<file path="src/rtl/uart_rx_fifo.sv">
// uart_rx_fifo -- receive-side character FIFO between a UART receiver and an
// Avalon-MM slave port.
//
// Characters are 9 bits wide (bit 8 is the receiver's extra/parity bit).
// Register map, word addressed:
//   0 : data    -- [31] valid, [8:0] FIFO head; reading pops one entry
//   1 : status  -- [0] empty, [1] full, [2] overrun, [15:8] count; reading clears overrun
//   2 : drops   -- [7:0] saturating count of discarded characters; reading clears it
//   3 : reserved, reads 0
//
// Build option: define UART_RX_FIFO_IRQ_EN to build the level interrupt.
// The interrupt is (count >= IRQ_THRESH) | overrun.
// When the macro is not defined, irq is tied low and no interrupt logic is built.

module uart_rx_fifo #(
    parameter int DEPTH      = 8,   // power of two, 2..256
    parameter int IRQ_THRESH = 4    // 1..DEPTH
) (
    input  logic        clk,
    input  logic        reset_n,
    input  logic [8:0]  data_in,
    input  logic        ld,
    input  logic [1:0]  address,
    input  logic        read,
    input  logic        chipselect,
    output logic [31:0] readdata,
    output logic        irq
);

    localparam int AW = $clog2(DEPTH);
    localparam logic [AW:0] DEPTH_C = (AW+1)'(DEPTH);

    // Storage and state
    logic [8:0]    r_mem [DEPTH];
    logic [AW-1:0] r_wr_ptr;
    logic [AW-1:0] r_rd_ptr;
    logic [AW:0]   r_count;
    logic          r_overrun;
    logic [7:0]    r_drop_cnt;

    // Decoded bus accesses and FIFO events
    logic          w_rd_en;
    logic          w_rd_data;
    logic          w_rd_stat;
    logic          w_rd_drop;
    logic          w_empty;
    logic          w_full;
    logic          w_pop;
    logic          w_push;
    logic          w_drop;
    logic [AW:0]   w_count_next;
    logic          w_overrun_next;
    logic [7:0]    w_drop_next;
    logic [7:0]    w_count_byte;

    assign w_rd_en   = chipselect & read;
    assign w_rd_data = w_rd_en & (address == 2'd0);
    assign w_rd_stat = w_rd_en & (address == 2'd1);
    assign w_rd_drop = w_rd_en & (address == 2'd2);

    assign w_empty = (r_count == '0);
    assign w_full  = (r_count == DEPTH_C);

    // A pop frees a slot in the same cycle, so a full FIFO still accepts a
    // character when the head is being read at the same time.
    assign w_pop  = w_rd_data & ~w_empty;
    assign w_push = ld & (~w_full | w_pop);
    assign w_drop = ld & w_full & ~w_pop;

    // Count field of the status word is 8 bits wide.  With DEPTH=256, a full
    // FIFO wraps the field to 0; the full flag still reports it.
    generate
        if (AW + 1 > 8) begin : g_cnt_trunc
            assign w_count_byte = r_count[7:0];
        end else begin : g_cnt_ext
            assign w_count_byte = {{(7-AW){1'b0}}, r_count};
        end
    endgenerate

    // Next fill level: simultaneous push and pop cancel out
    always_comb begin
        w_count_next = r_count;
        if (w_push && !w_pop) begin
            w_count_next = r_count + (AW+1)'(1);
        end else if (!w_push && w_pop) begin
            w_count_next = r_count - (AW+1)'(1);
        end
    end

    // Next overrun flag: a new drop wins over a clearing status read
    always_comb begin
        w_overrun_next = r_overrun;
        if (w_rd_stat) begin
            w_overrun_next = 1'b0;
        end
        if (w_drop) begin
            w_overrun_next = 1'b1;
        end
    end

    // Next drop counter: read-to-clear, a drop in the clearing cycle leaves 1
    always_comb begin
        w_drop_next = r_drop_cnt;
        if (w_rd_drop) begin
            w_drop_next = w_drop ? 8'd1 : 8'd0;
        end else if (w_drop && (r_drop_cnt != 8'hFF)) begin
            w_drop_next = r_drop_cnt + 8'd1;
        end
    end

    // Character storage, no reset so it maps onto plain memory
    always_ff @(posedge clk) begin
        if (w_push) begin
            r_mem[r_wr_ptr] <= data_in;
        end
    end

    // Pointers, fill level and sticky status
    always_ff @(posedge clk or negedge reset_n) begin
        if (!reset_n) begin
            r_wr_ptr   <= '0;
            r_rd_ptr   <= '0;
            r_count    <= '0;
            r_overrun  <= 1'b0;
            r_drop_cnt <= 8'd0;
        end else begin
            if (w_push) begin
                r_wr_ptr <= r_wr_ptr + AW'(1);
            end
            if (w_pop) begin
                r_rd_ptr <= r_rd_ptr + AW'(1);
            end
            r_count    <= w_count_next;
            r_overrun  <= w_overrun_next;
            r_drop_cnt <= w_drop_next;
        end
    end

    // Zero-latency read mux; idle bus cycles return 0
    always_comb begin
        readdata = 32'd0;
        if (w_rd_en) begin
            case (address)
                2'd0: begin
                    if (!w_empty) begin
                        readdata[31]  = 1'b1;
                        readdata[8:0] = r_mem[r_rd_ptr];
                    end
                end
                2'd1: begin
                    readdata[0]    = w_empty;
                    readdata[1]    = w_full;
                    readdata[2]    = r_overrun;
                    readdata[15:8] = w_count_byte;
                end
                2'd2: begin
                    readdata[7:0] = r_drop_cnt;
                end
                default: begin
                    readdata = 32'd0;
                end
            endcase
        end
    end

`ifdef UART_RX_FIFO_IRQ_EN
    localparam logic [AW:0] THRESH_C = (AW+1)'(IRQ_THRESH);

    logic r_irq;

    // Interrupt registered from next-state values, so it follows the causing
    // event by exactly one cycle
    always_ff @(posedge clk or negedge reset_n) begin
        if (!reset_n) begin
            r_irq <= 1'b0;
        end else begin
            r_irq <= (w_count_next >= THRESH_C) | w_overrun_next;
        end
    end

    assign irq = r_irq;
`else
    assign irq = 1'b0;
`endif

endmodule

</file>
<file path="config.mk">
export PLATFORM = sky130hd
export DESIGN_NAME = uart_rx_fifo
export DESIGN_NICKNAME = d
export VERILOG_FILES = /design/src/rtl/uart_rx_fifo.sv
export SDC_FILE = /design/constraint.sdc
export NUM_CORES = 1
export LEC_CHECK = 0
export ABC_AREA = 1
export CAP_MARGIN = 20
export CORE_UTILIZATION = 40
export DETAILED_ROUTE_END_ITERATION = 10
export PLACE_DENSITY = 0.68
export REMOVE_ABC_BUFFERS = 1
export SETUP_SLACK_MARGIN = 0.15
export SLEW_MARGIN = 5
export SYNTH_ARGS = -nofsm -noshare
export SYNTH_HDL_FRONTEND = slang
export SYNTH_SLANG_ARGS = --single-unit
</file>
<file path="constraint.sdc">
create_clock -name clk -period 6 [get_ports clk]
set_input_delay 1.8 -clock clk [delete_from_list [all_inputs] [get_ports clk]]
set_output_delay 1.8 -clock clk [all_outputs]
set_load 0.1 [all_outputs]
</file>
# After elaboration in Yosys (flattened, before gate mapping)
# Memory sizes are Yosys's and may differ from the RTL's.
# Cells that the tools add are included.
# op_classes
bitwise_logic	12
n_reduce_logical	10
add_sub_neg	5
n_mux	17
n_eq_ne	4
# ops
op	count
32-bit 2-to-1 mux	1
8-bit 2-to-1 mux	2
5-bit case mux with 2 select lines	1
9-bit 2-to-1 mux	1
3-bit case mux with 3 select lines	1
8-bit by 1-bit adder with 8-bit output (second input constant)	1
1-bit AND	8
4-bit 2-to-1 mux	2
8-bit != test (second input constant)	1
1-bit 2-to-1 mux	7
3-bit by 1-bit adder with 3-bit output (second input constant)	2
2-bit nonzero test	3
4-bit by 1-bit adder with 4-bit output (second input constant)	1
4-bit equality test (second input constant)	1
4-bit logical NOT	1
4-bit by 1-bit subtractor with 4-bit output (second input constant)	1
1-bit logical AND	3
3-bit 2-to-1 mux	1
1-bit NOT	3
2-bit by 1-bit equality test with 1-bit output (second input constant)	1
2-bit equality test (second input constant)	1
1-bit logical NOT	2
2-bit logical NOT	1
1-bit case mux with 2 select lines	1
1-bit bitwise OR	1
# totals
input_bits	16
word_cells	54
n_memories	1
mem_bits_rw	72
out_inout_bits	33
reg_bits	19
# memory_table
name	depth	width	rd	rd_ports_with_merged_regs	write_ports	line	text
r_mem	8	9	1	0	1	34	logic [8:0] r_mem [DEPTH];

# Depth between registers and ports, before layout
# Gate-level depths: netlist of the first run.
# depth
ltp_word	9
ltp_mapped	17

# Worst setup path after synthesis of the first run
# No wires, ideal clock.
# synth_path
path_kind	input-to-output
start	input address[1]
end	output readdata[2]
arrival_ns	3.831
stages	7
path_slack_ns	0.369
cell_sequence	inv_1 or2_4 inv_2 nand2_1 o21ai_0 inv_1 a21oi_1
# synth_between
elab_chain_len	3
word_cells_on_any_way	5
classes_between	2 x eq/ne; 2 x mux; 1 x reduce/logical
# synth_rtl
item	line	text
from (decl)	23	input logic [1:0] address,
2-bit equality test, or another cell as far along	143	case (address)
3-bit case mux with 3 select lines *	143	
32-bit 2-to-1 mux *	142	if (w_rd_en) begin
to (decl)	26	output logic [31:0] readdata,
# Every way passes the cells marked *; elsewhere a longest branch is shown, timed or not.

# Worst setup path after layout of the first run
# layout_path
start	input address[1]
end	output readdata[1]
# Same word-level chain as after synthesis.

==> impl_metrics.yaml, run 1 <==
run_status:
  status: "complete, no violations"
critical_path:
  rr_worst_depth: 17
  r2r_end: "r_count[3]$_DFFE_PN0P_"
  critical_path.max_stage_delay_ns: 0.51
  cp-start-kind: "primary input"
  worstPathCellList: "clkdlybuf4s50_1 > inv_1 > or2_4 > inv_2 > nand2_1 > o21ai_0 > inv_1 > a21oi_1 > buf_12"
  worstSetupPathDepth: 9
  critical_path.most_common_cell: "inv_1"
  path_delay_family: "buffers and inverters"
  required_ns: 4.20
  slowest_stage: "clkdlybuf4s50_1"
  crit_path_max_fanout: 8
  critPathKind: "in -> out"
  rrSetupSlack_ns: 3.47
  crit_buf_inv: 5
  cp-end-kind: "primary output"
  arrival_ns: 3.54
  r2r_start: "r_count[0]$_DFFE_PN0P_"
route:
  vias_per_cell: 4.81
  antenna_left: 0
  drc_errors: 0
  drt_wl_total_um: 9390
  dr.pass1.iters: 4
  initialDrtViolationCount: 125
  routedWlPerCell_um: 13.9
  via_count: 3252
synth:
  synth_commonest_cells: "nand2_1 (145), inv_1 (79), edfxtp_1 (72)"
  ys_ff_latch: 91
  ys.flop_type: "edfxtp_1"
  syn-mean-instance-area_um2: 9.22
  async_reset_ff_share_pct: 20.9
  seq_area_frac_synth_pct: 57.1
  synth.area.mux_share_pct: 0
  synth-simple-area-share_pct: 24.9
  synth_top_family_by_area: "simple AND/OR/NAND/NOR gates"
  yosysUniqueCellTypes: 35
  synth_top_area_share_pct: 46.8
  synth_most_common_cell: "nand2_1"
  synthTopCellsByArea: "edfxtp_1 (47%), nand2_1 (12%), dfrtp_1 (10%)"
  synth_top_area_cell: "edfxtp_1"
  synth-edff-count: 72
  ys.warnings.count: 0
  netlist_area_mm2: 0.00462
  syn_inst: 501
  synth-xor-area-share_pct: 1.52
  synth_compound_area_share_pct: 2.38
  synth-adder-area-share_pct: 2.06
timing:
  whs_ns: 0.529
  fmax_mhz: 187
  grt_setup_unrepaired: "no"
  fin_crit_sh_pct: 89.0
  period_minus_slack_ns: 5.34
  relSlewSlack_pct: 30.7
  hold_violations: 0
  final-setup-viol-count: 0
  final_max_slew_viol_count: 0
  tns_ns: 0
  worstMarginPinSlew_ns: 1.04
  fin_worst_skew_ns: 0.0153
clock_network:
  clk_pin_slew_ns: 0.06
  clock_path_buffers: 2
  cts_root_buf: "clkbuf_16"
  cts_sinks: 91
  post_cts_buffers: 0
  cts_buffers: 9
  cts_tree: "yes"
  cts_resized: 0
  htreeDepth: 3
  postCtsHoldBufs: 0
  clk_latency_ns: 0.34
pwr:
  pwr-share-seq_pct: 40.8
  pwr-share-comb_pct: 35.9
  power.density_mw_per_mm2: 431
  p_switching_w: 0.000933
  netSwitchingFraction_pct: 40.7
  leakage_nw: 2.37
  clock_power_share_pct: 23.3
  power.internal_w: 0.00136
  total_power_w: 0.00230
  ir_drop_uv: 220
die:
  row_count: 38
  die_w_um: 109
  design.core.area_mm2: 0.0110
  start_util_pct: 41.9
  io_pins: 49
  dieArea_mm2: 0.0120
  die_h_um: 109
final_layout:
  diodes: 0
  drive_above_1_share_pct: 10.4
  nets: 554
  multi_input_area_mm2: 0.00150
  fill_cells: 1024
  layout.cells.non_filler: 676
  areaGrowthSynthToFinish_pct: 15.2
  seqCellArea_mm2: 0.00264
grt:
  grt_max_degree: 39
  use_met3_pct: 3.50
  grt_pass1_vias: 3093
  grt_pass1_wl_um: 15300
  met1_usage_pct: 23.0
  grt_overflow: 0
  grtUsageMet2_pct: 28.1
  antenna_found_initial: 0
  grt_use_total_pct: 17.3
  top_usage_layer: "met2"
placed_design:
  io_buffers: 28
  place.gp.congestion: 0.806
  dp_hpwl_um: 6350
  place_inst: 660
run:
  max_cap_violations: 0
hold_path:
  holdPathEnd: "r_wr_ptr[0]$_DFFE_PN0P_"
  hp-class: "reg -> reg"
  min_from: "r_wr_ptr[0]$_DFFE_PN0P_"
  min_path_cells: 2
[metrics by stage]
stage	util, %	area [um2]	worst slack (ns)
2_1_floorplan	-	4470	0.369
3_3_place_gp	45.7	5040	0.692
3_5_place_dp	45.7	5040	0.690
4_1_cts	48.3	5320	0.673
5_1_grt	48.3	5320	0.577
6_report	48.3	5320	0.662
[power groups by stage]
stage          Combinational (W)  Clock, W  Sequential (W)
5_1_grt                 0.000923  0.000565        0.000952
4_1_cts                 0.000830  0.000540        0.000935
3_3_place_gp            0.000806         0        0.000943
2_1_floorplan           0.000585         0        0.000934
6_report                0.000824  0.000535        0.000936
3_5_place_dp            0.000826         0        0.000949
[how the worst max path moves through the flow]
stage | start | end | slack, ns
floorplan | address[1] | readdata[2] | 0.37
global placement | address[1] | readdata[1] | 0.69
detailed placement | address[1] | readdata[1] | 0.69
CTS | address[1] | readdata[1] | 0.67
global route | address[1] | readdata[1] | 0.58
finish | address[1] | readdata[1] | 0.66
[worst register-to-register path, stage by stage, from the launching register on]
cell     delay (ns)
dfrtp_1        0.46
nor2_2         0.16
nand3_1        0.14
nand2_2        0.22
nand2_4        0.08
nand2_4        0.12
inv_6          0.06
ha_1           0.21
inv_1          0.13
ha_1           0.25
nand2_1        0.06
inv_1          0.04
o21ai_0        0.22
nand2_1        0.08
nand2_1        0.07
nand2_1        0.05
nand2_1        0.05
nand2_1        0.04
[routing by layer]
layer / wire length, um / share of wire [%]
met1: 4150 / 44
met2: 4500 / 48
met3: 566 / 6.0
met4: 167 / 1.8
met5: 0 / 0
[area by class of cell]
class	instances	share of cell area, %
timing repair buffer	33	7.47
clock inverter	7	1.06
inverter	86	6.20
clock buffer	9	4.23
multi-input combinational	310	28.2
tap	140	3.29
sequential	91	49.5
[kinds of logic (layout without fill, tap and decap cells)]
logic type	Yosys count	after routing
buf+inv	119	135
xor+xnor	8	8
compound gates	21	21
fa+ha+maj	7	7
other cells	1	20
flops	91	91
simple gates	254	254
[cell usage in the layout (no fill, tap or decap), types with 2 or more instances in the layout]
master	n
ha_1	6
buf_12	9
inv_6	5
nor3_1	4
nor2_2	3
clkbuf_16	9
xnor2_1	5
xor2_1	3
inv_2	3
buf_4	9
clkdlybuf4s50_1	15
a21oi_1	13
dfrtp_1	19
clkinv_2	2
inv_1	79
nand2_4	4
conb_1	20
nand3_1	68
nor2_1	18
nand2_2	3
edfxtp_1	72
clkinv_1	2
nand2_1	145
o21ai_0	6
[sequential cells by signal, indices dropped and copies added (netlist names)]
register / count
r_mem: 72
r_drop_cnt: 8
r_count: 4
r_rd_ptr: 3
r_wr_ptr: 3
r_overrun: 1
(Power assumes the default switching activity.)
==> run 2: changes to the inputs <==
Settings changed: CELL_PAD_IN_SITES_DETAIL_PLACEMENT from default to 0, CELL_PAD_IN_SITES_GLOBAL_PLACEMENT from default to 1, CORE_UTILIZATION 40 to 39, PLACE_DENSITY 0.68 to 0.83.
Clock period 6 ns to 4.9 ns, I/O delays scaled along.
==> run 2 against run 1 <==
Power increased by 22%. Sequential share of layout area shrank 0.64 points. Design area grew 1.3%. Setup slack worse by 0.35 ns. Non-clock buffer count up 5. Largest power group unchanged. Clock power grew 14%. Sequential power increased by 23%.
==> impl_metrics.yaml, run 2 (synthesized netlist as in run 1, its figures left out) <==
clock_network:
  cts_resized: 0
  cts_tree: "yes"
  cts_root_buf: "clkbuf_16"
  cts_buffers: 9
  clock_path_buffers: 2
  cts_sinks: 91
  post_cts_buffers: 0
  htreeDepth: 3
  clk_latency_ns: 0.34
  clk_pin_slew_ns: 0.06
  postCtsHoldBufs: 0
final_layout:
  final_common_cell: "nand2_1"
  areaGrowthSynthToFinish_pct: 16.8
  nets: 559
  utilization_pct: 47.0
  largest_register_ffs: 72
  reg_top3: "r_mem x72, r_drop_cnt x8, r_count x4"
  diodes: 0
  final_cell_mix: "nand2_1 (145), inv_1 (79), edfxtp_1 (72), nand3_1 (68), conb_1 (20)"
  top_register: "r_mem"
  drive_above_1_share_pct: 10.7
  layout.cells.non_filler: 683
route:
  via_count: 3305
  dr.pass1.iters: 7
  drt_wl_total_um: 9740
  drc_errors: 0
  routedWlPerCell_um: 14.3
  vias_per_cell: 4.84
  antenna_left: 0
  initialDrtViolationCount: 279
timing:
  period_minus_slack_ns: 4.58
  worstMarginPinSlew_ns: 0.935
  fmax_mhz: 218
  whs_ns: 0.533
  relSlewSlack_pct: 37.5
  final_max_slew_viol_count: 0
  hold_violations: 0
  grt_setup_unrepaired: "no"
  fin_crit_sh_pct: 93.6
  final-setup-viol-count: 0
  fin_ws_ns: 0.316
  fin_worst_skew_ns: 0.00509
critical_path:
  cp-start-kind: "primary input"
  rrSetupSlack_ns: 2.42
  required_ns: 3.43
  cp-end-kind: "primary output"
  arrival_ns: 3.11
  r2r_start: "r_count[0]$_DFFE_PN0P_"
  startpoint: "address[1]"
  critPathKind: "in -> out"
  crit_path_max_fanout: 8
die:
  row_count: 39
  die_w_um: 111
  design.core.area_mm2: 0.0115
  start_util_pct: 40.3
  io_pins: 49
  die_h_um: 111
  dieArea_mm2: 0.0123
grt:
  antenna_found_initial: 0
  grt_pass1_vias: 3099
  top_usage_layer: "met2"
  grt_max_degree: 38
  use_met3_pct: 2.30
  met1_usage_pct: 21.2
  grt_use_total_pct: 17.1
  grt_pass1_wl_um: 16100
  grt_overflow: 0
  grtUsageMet2_pct: 28.9
run_status:
  status: "complete, no violations"
placed_design:
  place.gp.congestion: 0.801
  io_buffers: 28
  place_inst: 668
  post-place-ws_ns: 0.324
  dp_hpwl_um: 6560
hold_path:
  hp-class: "reg -> reg"
  min_from: "r_wr_ptr[0]$_DFFE_PN0P_"
run:
  max_cap_violations: 0
pwr:
  ir_drop_uv: 258
  power.density_mw_per_mm2: 519
  leakage_nw: 2.38
[run 2: power by group]
part / switching, W / internal, W / total, W
sequential: 0.000152 / 0.000995 / 0.00115
combinational: 0.000709 / 0.000334 / 0.00104
clock: 0.000272 / 0.000338 / 0.000610
[run 2: per-layer routing]
metal,vias to the layer above,wire length (um)
li1,1630,-
met1,1566,4160
met2,95,4930
met3,14,383
met4,0,266
met5,-,0
[run 2: final cells by class]
type / count / area, um2
Multi-Input combinational cell: 310 / 1500
Clock buffer: 10 / 229
Timing Repair Buffer: 38 / 485
Inverter: 86 / 330
Clock inverter: 5 / 31.3
Sequential cell: 91 / 2640
Fill cell: 1038 / 6070
Tap cell: 143 / 179
[run 2: metrics by stage]
step | setup TNS, ns | total power, W | instance area [um2]
floorplan | -0.141 | 0.00186 | 4470
global placement | 0 | 0.00219 | 5130
detailed placement | 0 | 0.00221 | 5130
CTS | 0 | 0.00282 | 5390
global route | 0 | 0.00298 | 5390
finish | 0 | 0.00280 | 5390
[run 2: final timing paths]
check | endpoint | cells past startpoint
min in group asynchronous | r_drop_cnt[3]$_DFFE_PN0P_ | 1
worst max register to register | r_count[3]$_DFFE_PN0P_ | 17
worst min-delay path | r_wr_ptr[0]$_DFFE_PN0P_ | 2
worst min register to register | r_wr_ptr[0]$_DFFE_PN0P_ | 2
worst max-delay path | readdata[1] | 9
max in group asynchronous | r_overrun$_DFFE_PN0P_ | 1
[run 2: critical path, cell delays in order]
cell	delay [ns]
clkdlybuf4s50_1	0.51
inv_1	0.07
or2_4	0.26
inv_2	0.14
nand2_1	0.08
o21ai_0	0.07
inv_1	0.05
a21oi_1	0.24
buf_12	0.21
==> run 3: changes to the inputs <==
Settings changed: CTS_CLUSTER_DIAMETER from default to 200.
==> results of run 3 <==
The final DEF is identical to that of run 2; final timing and power are the same.
